[config.mk]
export PLATFORM = sky130hd
export DESIGN_NAME = tri_bus_arbiter
export DESIGN_NICKNAME = d
export VERILOG_FILES = /design/src/rtl/tri_bus_arbiter.sv
export SDC_FILE = /design/constraint.sdc
export NUM_CORES = 1
export LEC_CHECK = 0
export CAP_MARGIN = 20
export CORE_ASPECT_RATIO = 2
export CORE_MARGIN = 2
export CORE_UTILIZATION = 30
export CTS_CLUSTER_DIAMETER = 50
export CTS_CLUSTER_SIZE = 14
export DETAILED_ROUTE_END_ITERATION = 10
export SLEW_MARGIN = 0
export SYNTH_ARGS = -nofsm -noshare
export SYNTH_HDL_FRONTEND = slang
export SYNTH_SLANG_ARGS = --single-unit
[constraint.sdc]
create_clock -name clk -period 2 [get_ports clk]
set_input_delay 0.2 -clock clk [delete_from_list [all_inputs] [get_ports clk]]
set_output_delay 0.2 -clock clk [all_outputs]
set_load 0.05 [all_outputs]
[src/rtl/tri_bus_arbiter.sv]
// ---------------------------------------------------------------------------
// tri_bus_arbiter: round-robin owner sequencer for a shared tristate net.
// Rev 1.0
// ---------------------------------------------------------------------------
`default_nettype none

module tri_bus_arbiter #(
  parameter int N        = 4,
  parameter int MAX_HOLD = 8
) (
  input  logic                 clk,
  input  logic                 rst_n,
  input  logic [N-1:0]         req,
  output logic [N-1:0]         gnt,
  output logic [N-1:0]         oe,
  output logic [$clog2(N)-1:0] owner,
  output logic                 busy,
  output logic                 preempt
);

  localparam int PW = $clog2(N);
  localparam int HW = $clog2(MAX_HOLD + 1);

  typedef enum logic [1:0] {
    S_IDLE  = 2'd0,
    S_GRANT = 2'd1,
    S_TURN  = 2'd2
  } state_t;

  state_t          state_q;
  logic [N-1:0]    gnt_q;
  logic [PW-1:0]   owner_q;
  logic [PW-1:0]   ptr_q;
  logic [HW-1:0]   hcnt_q;
  logic            busy_q;
  logic            preempt_q;

  logic            sel_any;
  logic [PW-1:0]   sel_idx;
  logic [PW:0]     cand;
  logic [PW-1:0]   ptr_next;
  logic            owner_req;

  // Scan from the highest offset down so the lowest offset from ptr wins.
  always_comb begin
    sel_any = 1'b0;
    sel_idx = '0;
    cand    = '0;
    for (int j = N - 1; j >= 0; j--) begin
      cand = {1'b0, ptr_q} + (PW + 1)'(j);
      if (cand >= (PW + 1)'(N)) begin
        cand = cand - (PW + 1)'(N);
      end
      if (req[cand[PW-1:0]]) begin
        sel_any = 1'b1;
        sel_idx = cand[PW-1:0];
      end
    end
  end

  assign ptr_next  = (owner_q == PW'(N - 1)) ? '0 : owner_q + PW'(1);
  assign owner_req = req[owner_q];

  always_ff @(posedge clk or negedge rst_n) begin
    if (!rst_n) begin
      state_q   <= S_IDLE;
      gnt_q     <= '0;
      owner_q   <= '0;
      ptr_q     <= '0;
      hcnt_q    <= '0;
      busy_q    <= 1'b0;
      preempt_q <= 1'b0;
    end else begin
      case (state_q)
        S_GRANT: begin
          if (!owner_req || hcnt_q == HW'(MAX_HOLD)) begin
            // A release with req still high can only be the hold limit.
            state_q   <= S_TURN;
            gnt_q     <= '0;
            busy_q    <= 1'b0;
            hcnt_q    <= '0;
            ptr_q     <= ptr_next;
            preempt_q <= owner_req;
          end else begin
            hcnt_q    <= hcnt_q + HW'(1);
            preempt_q <= 1'b0;
          end
        end
        S_IDLE, S_TURN: begin
          preempt_q <= 1'b0;
          if (sel_any) begin
            state_q <= S_GRANT;
            gnt_q   <= {{(N-1){1'b0}}, 1'b1} << sel_idx;
            owner_q <= sel_idx;
            hcnt_q  <= HW'(1);
            busy_q  <= 1'b1;
          end else begin
            state_q <= S_IDLE;
            gnt_q   <= '0;
            busy_q  <= 1'b0;
          end
        end
        default: begin
          state_q   <= S_IDLE;
          gnt_q     <= '0;
          busy_q    <= 1'b0;
          preempt_q <= 1'b0;
        end
      endcase
    end
  end

  assign gnt     = gnt_q;
  assign oe      = gnt_q;
  assign owner   = owner_q;
  assign busy    = busy_q;
  assign preempt = preempt_q;

endmodule

`default_nettype wire

After elaboration in Yosys (flattened, before gate mapping) --
Cells that the tools add are included.
Storage, ports and cells: bits in registers 16, bits in latches 0, memory bits (writable) 0, bits in read-only memories 0, input bits 6, word-level logic and storage cells 77, memories kept 0
Cells by class: $add $sub $neg 9, $mul 0, divide/modulo/power cells 0, magnitude comparators 9, equality and inequality tests 6, shift operators 1, multiplexer cells 37, bitwise logic cells 0, reductions and logical operators 8
Operators with widths (number):
- $mux 2 | 10
- $mux 4 | 4
- $pmux 4 s2 | 2
- $lt 2x3->1 const B | 5
- $mux 1 | 14
- $bmux 1 s2 | 5
- $ge 3x3->1 const B | 3
- $sub 2x1->2 const B | 4
- $add 2x2->3 const B | 2
- $reduce_and 2->1 | 3
- $add 4x1->4 const B | 1
- $eq 2x2->1 const B | 2
- $eq 4x4->1 const B | 1
- $ne 2x2->1 const B | 2
- $pmux 2 s2 | 1
- $shl 1x2->4 const A | 1
- $add 2x1->3 const B | 1
- $ge 2x3->1 const B | 1
- $add 2x1->2 const B | 1
- $eq 2x1->1 const B | 1
- $logic_not 2->1 | 1
- $pmux 1 s2 | 1
- $reduce_bool 2->1 | 1
- $reduce_or 2->1 | 1
- 2 further kinds | 2

Logic depth before layout (Yosys ltp) --
Gate-level depths: netlist of run 1.
word-level depth 12, gate-level depth with buffers 6, mapped depth without buffers 6

Worst setup path before layout of run 1 --
Ideal clock, no wire load.
path kind register to register, start register owner_q[0], in the netlist owner[0], end register ptr_q[0], arrival 1.871 ns, required time 1.875 ns, path slack 0.004 ns, cell stages (with the launch flop) 5, path buffers 0, clock period less this slack 1.996 ns, cells stage by stage dfrtp_1 -> mux4_2 -> and2_4 -> nor2b_4 -> mux2_4
Between the ends: longest elaborated chain between the ends 5
RTL lines:
- start: declaration | line 32 | logic [PW-1:0] owner_q;
- start signal: assignment | line 94 | owner_q <= sel_idx;
- $bmux 1 s2 | line 62 | assign owner_req = req[owner_q];
- $mux 1 (not written as such) | line 62
- $logic_not 1->1 | line 76 | if (!owner_req || hcnt_q == HW'(MAX_HOLD)) begin
- $logic_or 1x1->1 | line 76
- $reduce_and 2->1 (no line)
- end signal: assignment | line 82 | ptr_q <= ptr_next;
- end: declaration | line 33 | logic [PW-1:0] ptr_q;
Parallel ways exist; a longest one is shown, timed or not. The select of a mux whose other input is x is not followed. A chain may end at the register's enable or synchronous reset.

Final worst setup path of run 1 --
start register owner_q[0], in the netlist owner[0], end output owner[0]
RTL lines:
- end: declaration | line 16 | output logic [$clog2(N)-1:0] owner,
No word-level cell between the ends.

==> impl_results.md, run 1 <==
* Switch share at a little under half
* Crit path capture type: primary output
* Die Y at just under 80 µm
* Final worst-path cycle share at approximately 89%
* FILL cells at about 280
* EDFF count, synth at 0
* Fin Setup TNS at 0 ns
* Top-count cell post-synth: dfrtp_1
* Unrepaired setup endpoints after global routing: false
* First-pass GRT wire length at between 2000 and 3000 µm
* Post-detailed-route count of antenna-violating nets at 0
* Worst skew pair latency at around 0.24 ns
* Die area at between 3000 and 4000 µm²
* Part of the power in combinational logic at 58.7%
* # Post-CTS Setup Buffers at 0
* Largest net degree at the start of global routing at 17
* Final setup viols at 0
* Vias/cell at 5.31
* Main flop type after synthesis: dfrtp_1
* Total gr overflow at 0
* Post-Syn Nets at 80
* Core area at 2700 µm²
* Final Core Density at between 40% and 50%
* GRT Util Overall at about 11%
* CTS root buffer: clkbuf_8
* DRC at 0
* Met3 WL post-DR at 67 µm
* HP Class: primary input to async pin
* Final clock skew at 0.00252 ns
* Starting Density at between 30% and 40%
* First-pass iteration count of the detailed router at 4
* Final worst path period need at 1.78 ns
* Yosys top cell by area: dfrtp_1
* Die width at slightly above 40 µm
* Drt wl/cell at 13.6 µm
* Max-cap violations at 0
* Post-synth ARST share at 100%
* FF+latch count, synth at 16
* Power per standard cell area at 1810 nW/µm²
* Clock group share of total power at 12.0%
* Fraction of layout cells with a size suffix above 1 at 18.7%
* H-tree Lvls at 1
* Top Ports at 18
* Metal2 WL at between 900 and 1000 µm
* Final #Nets at ~100
* Worst Path Max Fanout at 4
* Worst Path Arrival at approximately 1.6 ns
* Vias in the first global route at ~630
* Crit start category: register
* Clock sink count at 16
* Cells after synthesis at ~70
* ANT cells at 0
* Sequential power share at between 20% and 30%
* Final Slew Violations at 0
* Status: completed
* Resize count post-CTS at 0
* Req. time, crit path at approximately 1.8 ns
* Via count at 637
* P&R area growth vs syn at 29.0%
* CTS tree: built
* Synth cell types at 30
* Synth cell count leaders: dfrtp_1, nor2_1, a32o_1
* Syn Std Cell Area at between 800 and 900 µm²
* Synth area leaders: dfrtp_1, a32o_1, ha_1
* Post-synthesis sequential area ratio at a little under half
* VDD IR-drop max at 0.000772 V
* Initial DRC Count at 21
* Max Used Layer: met4
* Detailed placement HPWL at around 1300 µm
* Number of CTS-inserted buffers at 3
* Worst Max-Slew Pin Slew at approximately 0.68 ns
* Hold buffers post-CTS at 0
* Leakage Power at 0.484 nW
* Internal power at between 0.001 and 0.0015 W
* Detailed-routing wirelength on met1 at roughly 580 µm
* Yosys warning count at 0
* Final hold viol count at 0
* Gpl congestion at ~0.79
* CTS clk-pin slew, worst paths at around 0.060 ns
* Sw power at ~0.0009 W
* Site row count at 27
* Slew HR at 54.6%
* Syn avg cell area at roughly 12 µm²
* Max Root-Sink Buffers at 2
* Initial antenna violation count at 0
* CP Class: register to primary output
* Fmax at around 560 MHz
* Routed wire length at 1630 µm
* Port Buffers at 17
* Post-synth top area share at between 40% and 50%
* Total Power at roughly 0.0020 W
-- kinds of logic (layout without fill, tap and decap cells) --
logic type               count (synthesis)  in the layout  synth area share, %
AO/OA/AOI/OAI                           17             17                 16.6
AND/OR/NAND/NOR                         20             20                 14.0
adder cells (fa/ha/maj)                  3              3                 4.46
XOR/XNOR                                 1              1                 1.04
buffers and inverters                    8             28                 6.24
multiplexers                             6              6                 10.1
flip-flops                              16             16                 47.5
-- path summary, 6_finish.rpt --
path,slack [ns],cells after the start,to,start
worst max-delay path,0.22,2,owner[0],owner[0]
worst min register to register,0.49,1,busy,busy
max in group asynchronous,1.20,1,state_q[0],rst_n
min in group clk,0.49,1,busy,busy
worst min-delay path,0.37,1,owner[1],rst_n
worst max register to register,0.33,4,ptr_q[0],owner[0]
-- critical path, stage by stage (launching register included) --
cell	delay, ns
dfrtp_1	0.38
buf_4	0.15
clkdlybuf4s50_1	0.80
-- sequential cells by signal (all words and copies together) (netlist names) --
name     count
gnt          4
busy         1
preempt      1
hcnt_q       4
owner        2
ptr_q        2
state_q      2
-- layout make-up --
cell class / count / area [µm²] / area share, %
multi-input cells: 47 / 389 / 35.8
repair buffers: 22 / 208 / 19.1
flip-flops and latches: 16 / 400 / 36.9
clock buffers: 3 / 41.3 / 3.80
inverters: 3 / 11.3 / 1.04
well taps: 29 / 36.3 / 3.34
-- metal layers --
layer	vias up	global-route usage (%)
li1	295	-
met1	314	10.1
met2	23	21.1
met3	5	1.36
met4	0	6.77
met5	-	0
-- power by group through the flow --
stage	clock, W	sequential, W	combinational (W)
final	0.000236	0.000575	0.00115
after global routing	0.000257	0.000593	0.00123
after CTS	0.000239	0.000580	0.00116
after detailed placement	0	0.000585	0.00116
after global placement	0	0.000580	0.00115
after floorplan	0	0.000781	0.000660
-- through the flow --
step,instance area (µm²),hold WS (ns),setup slack [ns],cells
after global placement,1040,0.467,0.0923,117
after floorplan,842,-0.0956,0.00380,71
after CTS,1090,0.419,0.217,120
after detailed placement,1040,0.479,0.0673,117
final,1090,0.368,0.225,120
after global routing,1090,0.437,0.194,120
-- cells in the final DEF, fill, tap and decap left out --
master	n
clkbuf_8	3
and2_4	1
dfrtp_1	16
a221o_1	1
nor2b_4	1
mux2_4	2
a21boi_0	1
ha_1	3
nand3_1	3
nand3b_1	1
a21oi_1	1
a21o_1	3
mux2_2	2
mux4_2	1
a221oi_1	1
clkdlybuf4s50_1	17
buf_4	5
and3_1	2
a21oi_2	1
mux2i_1	1
inv_1	3
or2_1	1
xnor2_1	1
a22o_1	2
nand2b_1	2
a32o_1	5
nor2_1	6
nand2_1	1
and2b_2	1
nor2b_1	1
o21ai_0	2
Power figures use the tool's default switching activity.
==> run 2: changes to the inputs <==
--- a/config.mk
+++ b/config.mk
@@ -12,6 +12,7 @@
 export CTS_CLUSTER_DIAMETER = 50
 export CTS_CLUSTER_SIZE = 14
 export DETAILED_ROUTE_END_ITERATION = 10
+export PLACE_DENSITY_LB_ADDON = 0.12
 export SLEW_MARGIN = 0
 export SYNTH_ARGS = -nofsm -noshare
 export SYNTH_HDL_FRONTEND = slang
==> run 2 against run 1 <==
Effect of this change:
- global-route usage rose by 1.3 points
- non-clock buffer count increased by 3
- clock skew up 0.0017 ns
- sequential power decreased by 0.9%
- clock-buffer cell count unchanged
- core utilization rose by 0.83 points
- via count stayed put
- flip-flop and latch count unchanged
- sequential share of layout area fell by 0.75 points
- register-to-register slack about the same
- cell count rose by 2.5%
- total power rose by 1.3%
- critical path type unchanged
==> impl_results.md, run 2 (synthesized netlist as in run 1, its figures left out) <==
* Status: completed
* Drt wl/cell at 14.7 µm (+8.5%)
* Starting Density at 31.2% (unchanged)
* GRT Util Overall at 12.2% (+1.3 points)
* Largest stage delay on the critical path at 0.80 ns (about the same)
* Worst Reg-to-Reg Cells at 5 (+1)
* H-tree Lvls at 1 (unchanged)
* Site row count at 27 (unchanged)
* Final setup viols at 0 (unchanged)
* Worst Max-Slew Pin Slew at 0.510 ns (-0.169 ns)
* Crit start category: register
* Power per standard cell area at 1790 nW/µm² (-0.77%)
* Worst Path Arrival at 1.58 ns (about the same)
* CTS root buffer: clkbuf_8
* CTS clk-pin slew, worst paths at 0.06 ns (about the same)
* Core area at 2700 µm² (unchanged)
* Hold buffers post-CTS at 0 (unchanged)
* # Post-CTS Setup Buffers at 0 (unchanged)
* Post-detailed-route count of antenna-violating nets at 0 (unchanged)
* Final #Nets at 105 (+2.9%)
* Req. time, crit path at 1.80 ns (about the same)
* Commonest cells after routing, fill and taps aside: clkdlybuf4s50_1, dfrtp_1, buf_4
* Unrepaired setup endpoints after global routing: false
* First-pass GRT wire length at 3020 µm (+12%)
* DP Worst Slack at 0.0673 ns (-0.00000230 ns)
* Fin Setup TNS at 0 ns (unchanged)
* Initial DRC Count at 4 (-81%)
* Final hold viol count at 0 (unchanged)
* Worst Path Max Fanout at 4 (unchanged)
* Final Slew Violations at 0 (unchanged)
* Number of CTS-inserted buffers at 3 (unchanged)
* Gpl congestion at 0.773 (-2.1%)
* Final worst-path cycle share at 89.0% (+0.21 points)
* Reg2Reg Launch Point: ptr_q[1]
* Detailed placement HPWL at 1450 µm (+7.3%)
* P&R area growth vs syn at 31.6%
* CTS tree: built
* Final WS setup at 0.221 ns (-0.00412 ns)
* Slowest cell on crit path: clkdlybuf4s50_1
* Clock sink count at 16 (unchanged)
* Die width at 41.5 µm (unchanged)
* Fmax at 562 MHz (-0.23%)
* Total gr overflow at 0 (unchanged)
* WP depth at 2 (unchanged)
* Slew HR at 65.9% (+11 points)
* Final worst path period need at 1.78 ns (+0.00412 ns)
* VDD IR-drop max at 0.000844 V (+9.4%)
* Leakage Power at 0.498 nW (+3.0%)
* Worst Setup SP: owner[0]
* Vias in the first global route at 697 (+11%)
* Final clock skew at 0.00425 ns (+0.00173 ns)
* Resize count post-CTS at 0 (unchanged)
* DRC at 0 (unchanged)
* Die area at 3270 µm² (unchanged)
* Port Buffers at 17 (unchanged)
* Vias/cell at 5.18 (-2.4%)
* Die Y at 78.9 µm (unchanged)
* Total Power at 0.00199 W (+1.3%)
* Initial antenna violation count at 0 (unchanged)
* Fraction of layout cells with a size suffix above 1 at 21.3% (+2.6 points)
* Max-cap violations at 0 (unchanged)
* ANT cells at 0 (unchanged)
* CP bufs+invs at 2 (unchanged)
* Worst path cell trace: buf_4 > clkdlybuf4s50_1
* CP Class: register to primary output
* Crit path capture type: primary output
* Largest net degree at the start of global routing at 17 (unchanged)
* Routed wire length at 1810 µm (+11%)
* Commonest non-fill, non-tap cell in the layout: clkdlybuf4s50_1
* Worst skew pair latency at 0.25 ns (about the same)
* HP Class: primary input to async pin
* Delay-heaviest family, CP: buffers and inverters
* Via count at 637 (unchanged)
* First-pass iteration count of the detailed router at 4 (unchanged)
* Top Ports at 18 (unchanged)
* Max Root-Sink Buffers at 2 (unchanged)
[run 2: final cells by class]
cell class,instances,area (µm²)
repair buffers,25,230
flip-flops and latches,16,400
well taps,29,36.3
clock buffers,3,41.3
inverters,3,11.3
fillers,286,1590
multi-input cells,47,389
[run 2: final timing paths]
path / to / slack, ns
max in group asynchronous: gnt[3] / 1.53
setup reg to reg: gnt[2] / 0.33
hold reg to reg: busy / 0.48
setup / recovery: owner[0] / 0.22
hold / removal: ptr_q[1] / 0.28
min in group clk: busy / 0.48
[run 2: power by group]
group / internal (W) / switching, W / leakage [nW] / total [W]
Sequential: 0.000454 / 0.000116 / 0.204 / 0.000570
Combinational: 0.000506 / 0.000672 / 0.273 / 0.00118
Clock: 0.000133 / 0.000106 / 0.0216 / 0.000239
[run 2: layer usage]
layer | GRT usage [%] | vias to the layer above | part of all wire [%]
met5 | 0 | - | 0
met4 | 9.03 | 0 | 3.6
met3 | 1.82 | 6 | 3.9
met2 | 23.0 | 21 | 58
met1 | 11.2 | 305 | 34
li1 | - | 305 | -
[run 2: metrics by stage]
step	util, %	area, µm²	cells	hold WS (ns)
after floorplan	-	842	71	-0.0956
after global placement	39.5	1070	120	0.471
after detailed placement	39.5	1070	120	0.473
after CTS	41.0	1110	123	0.286
after global routing	41.0	1110	123	0.300
final	41.0	1110	123	0.276
==> run 3: changes to the inputs <==
--- a/config.mk
+++ b/config.mk
@@ -7,7 +7,6 @@
 export LEC_CHECK = 0
 export CAP_MARGIN = 20
 export CORE_ASPECT_RATIO = 2
-export CORE_MARGIN = 2
 export CORE_UTILIZATION = 30
 export CTS_CLUSTER_DIAMETER = 50
 export CTS_CLUSTER_SIZE = 14
==> run 3 against run 2 <==
Effect of this change:
- final area is 0.23% lower
- fmax is 0.53% lower
- critical path depth stayed put
- die area is 7.2% lower
- hold slack worse by 0.0036 ns
- cell count is 1.6% lower
- register-to-register slack worse by 0.02 ns
- wire length is 5.9% higher
- critical path type unchanged
- largest cell class unchanged
- largest power group unchanged
==> impl_results.md, run 3 (synthesized netlist as in run 1, its figures left out) <==
* Status: completed
* Crit start category: register
* H-tree Lvls at 1 (unchanged)
* Power per standard cell area at 1820 nW/µm² (+1.7%)
* Crit path capture type: primary output
* Vias/cell at 5.09 (-1.7%)
* Post-route insts no fill at 121 (-1.6%)
* CTS root buffer: clkbuf_8
* Leakage Power at 0.496 nW (-0.53%)
* GRT Util Overall at 15.1% (+2.9 points)
* Initial antenna violation count at 0 (unchanged)
* Die width at 39.5 µm (-4.8%)
* Gpl congestion at 0.732 (-5.2%)
* Final hold viol count at 0 (unchanged)
* Starting Density at 32.4% (+1.2 points)
* Port Buffers at 17 (unchanged)
* Largest net degree at the start of global routing at 17 (unchanged)
* DP Cell Count at 117 (-2.5%)
* Finished layout cell area at 1110 µm² (-0.23%)
* CTS clk-pin slew, worst paths at 0.06 ns (about the same)
* Worst skew pair latency at 0.25 ns (about the same)
* VDD IR-drop max at 0.00106 V (+26%)
* DRC at 0 (unchanged)
* # Post-CTS Setup Buffers at 0 (unchanged)
* Die Y at 76.9 µm (-2.5%)
* HP Class: primary input to async pin
* Detailed placement HPWL at 1500 µm (+3.9%)
* P&R area growth vs syn at 31.4%
* First-pass GRT wire length at 3010 µm (-0.46%)
* Vias in the first global route at 621 (-11%)
* Final clock skew at 0.000668 ns (-0.00359 ns)
* Slew HR at 66.5% (+0.59 points)
* Max Root-Sink Buffers at 2 (unchanged)
* Routed wire length at 1920 µm (+5.9%)
* Final #Nets at 103 (-1.9%)
* Resize count post-CTS at 0 (unchanged)
* Worst Path Arrival at 1.59 ns (about the same)
* Commonest non-fill, non-tap cell in the layout: clkdlybuf4s50_1
* ANT cells at 0 (unchanged)
* Final Slew Violations at 0 (unchanged)
* Initial DRC Count at 16 (+12)
* Commonest cells after routing, fill and taps aside: clkdlybuf4s50_1, dfrtp_1, nor2_1, buf_4, a32o_1
* Site row count at 26 (-3.7%)
* CTS tree: built
* Total gr overflow at 0 (unchanged)
* Top Ports at 18 (unchanged)
* Core area at 2600 µm² (-3.7%)
* CP Class: register to primary output
* Unrepaired setup endpoints after global routing: false
* Number of CTS-inserted buffers at 3 (unchanged)
* Hold buffers post-CTS at 0 (unchanged)
* Max-cap violations at 0 (unchanged)
* Final worst-path cycle share at 89.4% (+0.47 points)
* Fraction of layout cells with a size suffix above 1 at 20.4% (-0.85 points)
* FF-to-FF setup slack at 0.31 ns (-0.02 ns)
* Die area at 3040 µm² (-7.2%)
* Final worst path period need at 1.79 ns (+0.00943 ns)
* Via count at 616 (-3.3%)
* Worst Path Max Fanout at 4 (unchanged)
* Drt wl/cell at 15.8 µm (+7.7%)
* Fin Setup TNS at 0 ns (unchanged)
* Fmax at 559 MHz (-0.53%)
* First-pass iteration count of the detailed router at 4 (unchanged)
* Final setup viols at 0 (unchanged)
* Placed Area at 1050 µm² (-1.5%)
* Clock sink count at 16 (unchanged)
* Post-detailed-route count of antenna-violating nets at 0 (unchanged)
* Worst Max-Slew Pin Slew at 0.501 ns (-0.00882 ns)
* Req. time, crit path at 1.80 ns (about the same)
run 3: critical path, cell delays in order, from the launching register on:
cell and delay, ns:
dfrtp_1 0.39, buf_4 0.15, clkdlybuf4s50_1 0.80
run 3: routing by layer:
layer / global-route usage (%) / vias to the layer above / wire length, µm
li1: - / 299 / -
met1: 14.9 / 299 / 710
met2: 26.7 / 13 / 1110
met3: 1.73 / 5 / 43
met4: 9.31 / 0 / 55
met5: 0 / - / 0
run 3: worst paths after layout:
check	from	endpoint	cells after the start
worst max-delay path	owner[0]	owner[0]	2
worst min-delay path	rst_n	preempt	2
worst max register to register	owner[0]	ptr_q[0]	4
worst min register to register	busy	busy	1
max in group asynchronous	rst_n	gnt[3]	2
min in group clk	busy	busy	1
run 3: area by class of cell:
cell class / instances / area (µm²)
tap: 28 / 35.0
timing repair buffer: 23 / 215
multi-input combinational: 47 / 389
clock buffer: 4 / 55.1
inverter: 3 / 11.3
sequential: 16 / 400
fill: 267 / 1500
run 3: metrics by stage:
| step | setup slack (ns) | total power, W | util, % | hold slack, ns |
|---|---|---|---|---|
| 2_1_floorplan | 0.00380 | 0.00144 | - | -0.0956 |
| 3_3_place_gp | 0.0913 | 0.00174 | 40.4 | 0.465 |
| 3_5_place_dp | 0.0588 | 0.00175 | 40.4 | 0.474 |
| 4_1_cts | 0.189 | 0.00205 | 42.5 | 0.280 |
| 5_1_grt | 0.159 | 0.00214 | 42.5 | 0.293 |
| 6_report | 0.211 | 0.00202 | 42.5 | 0.273 |
run 3: power by group:
group / switching (W) / internal [W]
clock: 0.000111 / 0.000175
combinational: 0.000670 / 0.000486
sequential: 0.000121 / 0.000454
